<file path="src/rtl/rpsc_pkg.sv">
// Shared types and constants for the RPSC high-voltage sequencer.
package rpsc_pkg;

  typedef enum logic [2:0] {
    S_IDLE     = 3'd0,
    S_G1_RAMP  = 3'd1,
    S_AN_RAMP  = 3'd2,
    S_RUN      = 3'd3,
    S_SHUTDOWN = 3'd4,
    S_FAULT    = 3'd5
  } seq_state_t;

  localparam logic [2:0] FC_NONE    = 3'd0;
  localparam logic [2:0] FC_G1_ALM  = 3'd1;
  localparam logic [2:0] FC_AN_ALM  = 3'd2;
  localparam logic [2:0] FC_G1_TMO  = 3'd3;
  localparam logic [2:0] FC_AN_FLT  = 3'd4;
  localparam logic [2:0] FC_AN_NRDY = 3'd5;

  // Cycle counts at the 1.28 us system clock
  localparam int unsigned CYC_0P5S = 390625;
  localparam int unsigned CYC_1S   = 781250;
  localparam int unsigned CYC_2S   = 1562500;
  localparam int unsigned CYC_3S   = 2343750;
  localparam int unsigned CYC_4S   = 3125000;

endpackage

</file>
<file path="src/rtl/rpsc_seq_timer.sv">
// Loadable down-counter that holds at zero; expired pulses while the count is 1.
module rpsc_seq_timer #(
  parameter int unsigned TW = 22
) (
  input  logic          clk,
  input  logic          reset,
  input  logic          load,
  input  logic [TW-1:0] value,
  output logic          expired
);

  logic [TW-1:0] cnt;

  always_ff @(posedge clk or negedge reset) begin
    if (!reset) begin
      cnt <= '0;
    end else if (load) begin
      cnt <= value;
    end else if (cnt != '0) begin
      cnt <= cnt - TW'(1);
    end
  end

  assign expired = (cnt == TW'(1)) & ~load;

endmodule

</file>
<file path="src/rtl/rpsc_hv_sequencer.sv">
// G1/anode HV power sequencer with first-fault latch.
// Optional saturating fault counter enabled by defining RPSC_SEQ_FAULT_CNT_EN.
module rpsc_hv_sequencer
  import rpsc_pkg::*;
#(
  parameter int unsigned G1_TMO    = CYC_3S,
  parameter int unsigned AN_SETTLE = CYC_1S,
  parameter int unsigned DISCH     = CYC_0P5S,
  parameter int unsigned TW        = 22
) (
  input  logic       clk,
  input  logic       reset,
  input  logic       start_req,
  input  logic       stop_req,
  input  logic       fault_clr,
  input  logic       g1_not_alarm,
  input  logic       g1_not_ok,
  input  logic       an_not_alarm,
  input  logic       an_th_ready_n,
  input  logic       an_not_ok,
  output logic       g1_ps_act,
  output logic       an_ps_act,
  output logic       running,
  output logic       fault,
  output logic [2:0] fault_code,
  output logic [2:0] state,
  output logic [7:0] fault_cnt
);

  seq_state_t    st, nxt;
  logic          alarm, active, go_up, g1_adv, stop_go;
  logic          tmr_load, tmr_exp;
  logic [TW-1:0] tmr_val;
  logic [2:0]    alm_code, code_d;

  assign alarm    = ~g1_not_alarm | ~an_not_alarm;
  assign alm_code = g1_not_alarm ? FC_AN_ALM : FC_G1_ALM;
  assign active   = (st == S_G1_RAMP) || (st == S_AN_RAMP) || (st == S_RUN);

  // Timer loads are decoded from state and inputs only, keeping expiry out of the load path
  assign go_up    = (st == S_IDLE) & start_req & ~stop_req & ~alarm;
  assign g1_adv   = (st == S_G1_RAMP) & ~alarm & ~stop_req & ~g1_not_ok;
  assign stop_go  = active & ~alarm & stop_req;
  assign tmr_load = go_up | g1_adv | stop_go;
  assign tmr_val  = go_up ? TW'(G1_TMO) : (g1_adv ? TW'(AN_SETTLE) : TW'(DISCH));

  rpsc_seq_timer #(.TW(TW)) u_tmr (
    .clk     (clk),
    .reset   (reset),
    .load    (tmr_load),
    .value   (tmr_val),
    .expired (tmr_exp)
  );

  always_comb begin
    nxt    = st;
    code_d = FC_NONE;
    unique case (st)
      S_IDLE: if (go_up) nxt = S_G1_RAMP;
      S_G1_RAMP: begin
        if (alarm) begin
          nxt = S_FAULT; code_d = alm_code;
        end else if (stop_req) nxt = S_SHUTDOWN;
        else if (!g1_not_ok) nxt = S_AN_RAMP;
        else if (tmr_exp) begin
          nxt = S_FAULT; code_d = FC_G1_TMO;
        end
      end
      S_AN_RAMP: begin
        if (alarm) begin
          nxt = S_FAULT; code_d = alm_code;
        end else if (stop_req) nxt = S_SHUTDOWN;
        else if (an_not_ok) begin
          nxt = S_FAULT; code_d = FC_AN_FLT;
        end else if (tmr_exp) begin
          if (!an_th_ready_n) nxt = S_RUN;
          else begin
            nxt = S_FAULT; code_d = FC_AN_NRDY;
          end
        end
      end
      S_RUN: begin
        if (alarm) begin
          nxt = S_FAULT; code_d = alm_code;
        end else if (stop_req) nxt = S_SHUTDOWN;
        else if (an_not_ok) begin
          nxt = S_FAULT; code_d = FC_AN_FLT;
        end
      end
      S_SHUTDOWN: begin
        if (alarm) begin
          nxt = S_FAULT; code_d = alm_code;
        end else if (tmr_exp) nxt = S_IDLE;
      end
      S_FAULT: if (fault_clr && !alarm) nxt = S_IDLE;
      default: nxt = S_IDLE;
    endcase
  end

  always_ff @(posedge clk or negedge reset) begin
    if (!reset) begin
      st         <= S_IDLE;
      g1_ps_act  <= 1'b0;
      an_ps_act  <= 1'b0;
      running    <= 1'b0;
      fault      <= 1'b0;
      fault_code <= FC_NONE;
    end else begin
      st        <= nxt;
      g1_ps_act <= nxt inside {S_G1_RAMP, S_AN_RAMP, S_RUN, S_SHUTDOWN};
      an_ps_act <= nxt inside {S_AN_RAMP, S_RUN};
      running   <= (nxt == S_RUN);
      fault     <= (nxt == S_FAULT);
      if (nxt == S_FAULT && st != S_FAULT) fault_code <= code_d;
      else if (st == S_FAULT && nxt == S_IDLE) fault_code <= FC_NONE;
    end
  end

  assign state = st;

`ifdef RPSC_SEQ_FAULT_CNT_EN
  logic [7:0] cnt_q;

  always_ff @(posedge clk or negedge reset) begin
    if (!reset) begin
      cnt_q <= 8'd0;
    end else if (nxt == S_FAULT && st != S_FAULT && cnt_q != 8'hFF) begin
      cnt_q <= cnt_q + 8'd1;
    end
  end

  assign fault_cnt = cnt_q;
`else
  assign fault_cnt = 8'd0;
`endif

endmodule

</file>
<file path="config.mk">
export PLATFORM = sky130hd
export DESIGN_NAME = rpsc_hv_sequencer
export DESIGN_NICKNAME = d
export VERILOG_FILES = /design/src/rtl/rpsc_pkg.sv /design/src/rtl/rpsc_seq_timer.sv /design/src/rtl/rpsc_hv_sequencer.sv
export SDC_FILE = /design/constraint.sdc
export NUM_CORES = 1
export LEC_CHECK = 0
export ABC_CLOCK_PERIOD_IN_PS = 4300
export BUFFER_PORTS_ARGS = -buffer_cell sky130_fd_sc_hd__clkbuf_2
export CAP_MARGIN = 25
export CORE_MARGIN = 4
export CORE_UTILIZATION = 50
export DETAILED_ROUTE_END_ITERATION = 8
export PLACE_DENSITY = 0.71
export REMOVE_ABC_BUFFERS = 1
export SLEW_MARGIN = 20
export SYNTH_ARGS = -nofsm -noshare
export SYNTH_HDL_FRONTEND = slang
export SYNTH_SLANG_ARGS = --single-unit
</file>
<file path="constraint.sdc">
create_clock -name clk -period 4.3 [get_ports clk]
set_input_delay 0.645 -clock clk [delete_from_list [all_inputs] [get_ports clk]]
set_output_delay 0.645 -clock clk [all_outputs]
set_load 0.05 [all_outputs]
</file>
==> impl_results.md, run 1 <==
- Mapped cell area: 1910 µm²
- CTS tree: built
- Via count: 1571
- Initial antenna violation count: 0
- H-tree lvl count: 2
- Synth Instances: 221
- Finished Layout Cells: 288
- Post-synth cell types: 45
- Post-CTS Resized: 0
- Post-synth top area cell: dfrtp_1
- Share of the synthesized area in the top cell type: 0.419
- Setup crit end: u_tmr.cnt[13]$_DFFE_PN0P_
- Cell area power density: 601 nW/µm²
- Chip width: 69.8 µm
- Synth Register Bits: 32
- Initial DRC Count: 109
- Fin. Hold Viols: 0
- First-pass GRT wire length: 6.96 mm
- Number of flops mapped to enable cells by yosys: 0
- Port Buffer Count: 19
- Worst R2R Start: u_tmr.cnt[13]$_DFFE_PN0P_
- RSZ-0062 raised after global routing: no
- Most common cell in the netlist: dfrtp_1
- Area of the core: 3690 µm²
- Final Slew Violations: 0
- Final period utilization: 0.611
- P_leak: 0.924 nW
- Synth async-reset ratio: 1.00
- Final net count: 252
- Largest net degree at the start of global routing: 33
- Post-Route Setup TNS: 0 ns
- Data required time of the worst path: 4.45 ns
- Syn_area_per_cell: 8.65 µm²
- Commonest cells in the netlist: dfrtp_1, nor2_1, nand2_1
- Clock-pin slew on the worst setup and hold paths: 0.07 ns
- Setup-failing EPs final: 0
- ANT nets after route: 0
- GRT overflow: 0
- Std cell rows: 22
- CTS buffer count: 5
- Worst r2r path cells: 7
- WS Path Type: reg2reg
- Clk sinks: 32
- Post-route DRC: 0
- Inst Count DP: 280
- GP Congestion: 0.858
- Vias per std cell: 5.45
- Critical path peak fanout: 13
- Vias in the first global route: 1501
- R2R setup slack: 1.67 ns
- Worst R2R End: u_tmr.cnt[13]$_DFFE_PN0P_
- VDD IR max: 0.000382 V
- Synth Flop Type: dfrtp_1
- Fin crit period: 2.63 ns
- Vert. Die Dim: 69.8 µm
- Worst-Margin Slew: 1.02 ns
- Peak Freq: 0.381 GHz
- Max Cap Violations: 0
- Worst relative slew slack: 0.318
- Seq/Total Area, Yosys: 0.419
- Starting Density: 0.518
- Area grow syn2layout: 9.82%
- Ys Warns: 0
- CP arrival: 2.77 ns
- Pre-antenna DRT Iters: 4
- Total track usage: 0.181
- CP endpoint kind: register
- Top post-synthesis cells by area: dfrtp_1, xnor2_1, nor2_1
- Filler cells: 358
- Hold-fix buffers at CTS: 0
- Number of post-CTS setup repair buffers: 0
- I/O pins: 28
- Antenna fix cells: 0
- Die Area: 4870 µm²
- Avg WL per Cell: 14.6 µm
- HPWL after DPL: 3.04 mm
- Clock root buffer: clkbuf_8
- Element type at the critical path start: register
- Longest Clk Path Bufs: 2
- Layout cells sized above 1: 0.138
- Status: finished, final reports clean
- Clock skew: 0.00346 ns
- Clock Latency Late Sink: 0.29 ns
- Crit path from: u_tmr.cnt[13]$_DFFE_PN0P_
- HP Class: in2async
- Routed WL: 4.20 mm
[area by class of cell]
class	instances	area (µm²)	share of cell area
Sequential cell	32	801	0.382
Clock inverter	2	10.0	0.00477
Timing Repair Buffer	19	95.1	0.0453
Clock buffer	6	82.6	0.0394
Inverter	6	22.5	0.0107
Tap cell	48	60.1	0.0286
Multi-Input combinational cell	175	1030	0.490
[power breakdown]
part	total, W	switching, W	internal, W
combinational	0.000500	0.000314	0.000186
clock	0.000240	0.000112	0.000128
sequential	0.000522	0.000115	0.000407
[kinds of logic after synthesis]
logic type / after synthesis / share of synthesized area
adders and majority gates: 3 / 0.0196
xor gates and xnor gates: 20 / 0.0917
buffers and inverters: 21 / 0.0570
other: 1 / 0.00196
AOI/OAI and AO/OA: 43 / 0.149
DFF: 32 / 0.419
and+or+nand+nor: 101 / 0.262
[flip-flops by register name, summed over array words and instances, names as in the netlist]
register,cells
an_ps_act,1
fault,1
fault_code,3
g1_ps_act,1
running,1
state,3
u_tmr.cnt,22
[worst min path at each step]
| stage | start | endpoint | slack (ns) | cells past startpoint |
|---|---|---|---|---|
| after floorplan | reset | an_ps_act$_DFF_PN0_ | 0.35 | 0 |
| after global placement | fault_code[2]$_DFFE_PN0P_ | fault_code[2]$_DFFE_PN0P_ | 0.47 | 1 |
| after detailed placement | fault_code[2]$_DFFE_PN0P_ | fault_code[2]$_DFFE_PN0P_ | 0.47 | 1 |
| after CTS | reset | u_tmr.cnt[15]$_DFFE_PN0P_ | 0.46 | 1 |
| after global routing | reset | u_tmr.cnt[14]$_DFFE_PN0P_ | 0.51 | 1 |
| final | reset | u_tmr.cnt[15]$_DFFE_PN0P_ | 0.44 | 1 |
[critical path: stages (launching register included)]
cell	delay, ns
dfrtp_1	0.41
or4_4	0.55
nor3_1	0.39
nand3_1	0.48
nand2b_1	0.32
nor3_1	0.09
xnor2_1	0.16
a21oi_1	0.09
[placed cells by master, fill, tap and decap left out, types with 2 or more instances in the layout]
cell,Yosys,final
a21o_1,3,3
a21oi_1,15,15
a22o_1,2,2
and2_1,2,2
and3_1,2,2
clkbuf_2,0,19
clkbuf_8,0,6
clkinv_2,0,2
conb_1,1,8
dfrtp_1,32,32
ha_1,3,3
inv_1,6,6
nand2_1,23,23
nand2b_1,3,3
nand3_1,10,10
nor2_1,26,26
nor2b_1,5,5
nor3_1,12,12
nor4_1,2,2
o21ai_0,9,9
o22ai_1,2,2
or3_1,6,6
or4_1,2,2
xnor2_1,12,12
xor2_1,8,8
[layer usage]
layer / vias to the layer above / global-route usage / wire (µm)
met1: 738 / 0.239 / 1970
li1: 786 / - / -
met4: 0 / 0.0574 / 55
met5: - / 0 / 0
met3: 6 / 0.0522 / 234
met2: 41 / 0.285 / 1930
[stage by stage]
stage | instance area, µm² | hold WS (ns) | worst slack [ns] | total power (W) | util
floorplan | 1850 | 0.349 | 1.81 | 0.000901 | -
global placement | 2010 | 0.473 | 1.74 | 0.00102 | 0.544
detailed placement | 2010 | 0.473 | 1.70 | 0.00102 | 0.544
CTS | 2100 | 0.459 | 1.70 | 0.00127 | 0.569
global route | 2100 | 0.509 | 1.53 | 0.00135 | 0.569
finish | 2100 | 0.438 | 1.67 | 0.00126 | 0.569
Power figures use the tool's default switching activity.
==> run 2, diff against run 1 <==
- ABC_CLOCK_PERIOD_IN_PS: 4300 -> 2580
- clock period: 4.3 -> 2.58 ns (I/O delays scaled with it)
==> run 2 against run 1 <==
Final area is 5.9% higher. Sequential power is 59% higher. Clock power is 97% higher. Cell count is 3.8% higher. Critical endpoint is now u_tmr.cnt[21]$_DFFE_PN0P_. Highest routed layer unchanged. Global-route usage is 0.34 points higher. Critical path type unchanged.
==> impl_results.md, run 2 (synthesized netlist as in run 1, its figures left out) <==
- Starting Density: 0.518 (unchanged)
- Die Area: 4870 µm² (unchanged)
- Status: finished, final reports clean
- Antenna fix cells: 0 (unchanged)
- Worst R2R Start: u_tmr.cnt[13]$_DFFE_PN0P_
- Worst r2r path cells: 7 (unchanged)
- Port Buffer Count: 19 (unchanged)
- Fin. Hold Viols: 0 (unchanged)
- Inst Count DP: 288 (+2.9%)
- Chip width: 69.8 µm (unchanged)
- Pre-antenna DRT Iters: 4 (unchanged)
- H-tree lvl count: 2 (unchanged)
- CTS tree: built
- Std cell rows: 22 (unchanged)
- Layout cells sized above 1: 0.191 (+0.0537)
- CP max-delay cell: or4_4
- Area grow syn2layout: 16.3%
- Clk sinks: 32 (unchanged)
- CTS buffer count: 5 (unchanged)
- Worst relative slew slack: 0.477 (+0.159)
- CP arrival: 2.77 ns (about the same)
- Worst hold slack: 0.177 ns (-0.261 ns)
- Initial DRC Count: 121 (+11%)
- Initial antenna violation count: 0 (unchanged)
- ANT nets after route: 0 (unchanged)
- Top cell by count, worst path: or3_4
- Avg WL per Cell: 13.9 µm (-4.8%)
- First-pass GRT wire length: 7.25 mm (+4.1%)
- Worst R2R End: u_tmr.cnt[21]$_DFFE_PN0P_
- Element type at the critical path start: register
- Vias per std cell: 5.35 (-1.8%)
- Max reg flops: 22 (unchanged)
- Final core occ: 0.602 (+0.0336)
- Commonest non-fill, non-tap cell in the layout: dfrtp_1
- Final period utilization: 0.991 (+0.380)
- Multi-input gate area: 1050 µm² (+2.2%)
- Fin crit period: 2.56 ns (-0.0685 ns)
- Final worst setup slack: 0.0233 ns (-1.65 ns)
- Clock root buffer: clkbuf_8
- Filler cells: 336 (-6.1%)
- Peak Freq: 0.391 GHz (+2.7%)
- Placed Area: 2070 µm² (+3.0%)
- VDD IR max: 0.000588 V (+54%)
- Final Slew Violations: 0 (unchanged)
- Max Cap Violations: 0 (unchanged)
- Clock skew: 0.00681 ns (+0.00335 ns)
- Largest net degree at the start of global routing: 33 (unchanged)
- Total track usage: 0.184 (+0.00345)
- CP endpoint kind: register
- Setup-failing EPs final: 0 (unchanged)
- RSZ-0062 raised after global routing: yes
- R2R setup slack: 0.02 ns (-1.65 ns)
- WS Path Type: reg2reg
- HP Class: in2async
- Longest Clk Path Bufs: 2 (unchanged)
- Clock-pin slew on the worst setup and hold paths: 0.07 ns (about the same)
- Post-route cell area: 2220 µm² (+5.9%)
- Area of the core: 3690 µm² (unchanged)
- Via count: 1601 (+1.9%)
- Final net count: 263 (+4.4%)
- Pre-CTS WS: 0.0161 ns (-1.68 ns)
- Critical path peak fanout: 4 (-9)
- Most frequent cells in the layout: dfrtp_1, nor2_1, nand2_1
- Data required time of the worst path: 2.80 ns (-1.65 ns)
- Delay of the slowest critical-path stage: 0.54 ns (about the same)
- Finished Layout Cells: 299 (+3.8%)
- CP cell instances: or4_4 > or2_4 > or3_4 > or3_4 > or3_4 > xor2_2 > o21bai_2
- Vias in the first global route: 1522 (+1.4%)
- I/O pins: 28 (unchanged)
- Register area: 801 µm² (unchanged)
- GRT overflow: 0 (unchanged)
- Worst-Margin Slew: 0.784 ns (-0.231 ns)
- P_leak: 0.985 nW (+6.6%)
- Vert. Die Dim: 69.8 µm (unchanged)
- Clock Latency Late Sink: 0.28 ns (about the same)
- HPWL after DPL: 3.05 mm (+0.23%)
- Cell area power density: 1010 nW/µm² (+68%)
- GP Congestion: 0.907 (+5.7%)
- Hold-fix buffers at CTS: 0 (unchanged)
- Biggest register: u_tmr.cnt
- Routed WL: 4.15 mm (-1.2%)
- Post-route DRC: 0 (unchanged)
==> run 2: critical path, delay by kind of cell (launching register included) <==
family	cells	cell delay [ns]
simple gates	5	1.81
flops	1	0.38
compound gates	1	0.12
xor+xnor	1	0.18
==> run 2: power by group <==
part	switching [W]	leakage (nW)	internal (W)
logic	0.000584	0.560	0.000360
clock network	0.000188	0.0541	0.000285
registers	0.000149	0.371	0.000680
total	0.000921	0.985	0.00133
==> run 2: per-stage QoR <==
stage,power (W),setup TNS [ns]
2_1_floorplan,0.00150,0
3_3_place_gp,0.00172,0
3_5_place_dp,0.00174,0
4_1_cts,0.00222,0
5_1_grt,0.00241,-0.0495
6_report,0.00225,0
==> run 2: final cells by class <==
| cell class | instances | share of cell area |
|---|---|---|
| Multi-Input combinational cell | 175 | 0.472 |
| Sequential cell | 32 | 0.360 |
| Timing Repair Buffer | 30 | 0.0800 |
| Clock buffer | 5 | 0.0310 |
| Tap cell | 48 | 0.0270 |
| Clock inverter | 3 | 0.0191 |
| Inverter | 6 | 0.0101 |
==> run 2: how the worst max path moves through the flow <==
stage,from,end,slack (ns),depth (start not counted)
after floorplan,u_tmr.cnt[13]$_DFFE_PN0P_,u_tmr.cnt[21]$_DFFE_PN0P_,0.09,7
after global placement,u_tmr.cnt[13]$_DFFE_PN0P_,u_tmr.cnt[21]$_DFFE_PN0P_,0.06,7
after detailed placement,u_tmr.cnt[13]$_DFFE_PN0P_,u_tmr.cnt[21]$_DFFE_PN0P_,0.02,7
after CTS,u_tmr.cnt[13]$_DFFE_PN0P_,u_tmr.cnt[21]$_DFFE_PN0P_,0.003,7
after global routing,u_tmr.cnt[13]$_DFFE_PN0P_,u_tmr.cnt[21]$_DFFE_PN0P_,-0.05,7
final,u_tmr.cnt[13]$_DFFE_PN0P_,u_tmr.cnt[21]$_DFFE_PN0P_,0.02,7
==> run 2: what timing repair did <==
item | in CTS | in global routing
gates resized for setup | 0 | 4
endpoints found under the setup margin | 0 | 2
setup buffers | 0 | 3
==> run 2: layer usage <==
layer,part of all wire,track usage,wire length [µm],up-vias
met1,0.46,0.244,1910,740
met3,0.059,0.0406,245,6
met2,0.47,0.303,1940,47
met5,0,0,0,-
li1,-,-,-,808
met4,0.012,0.0511,51,0
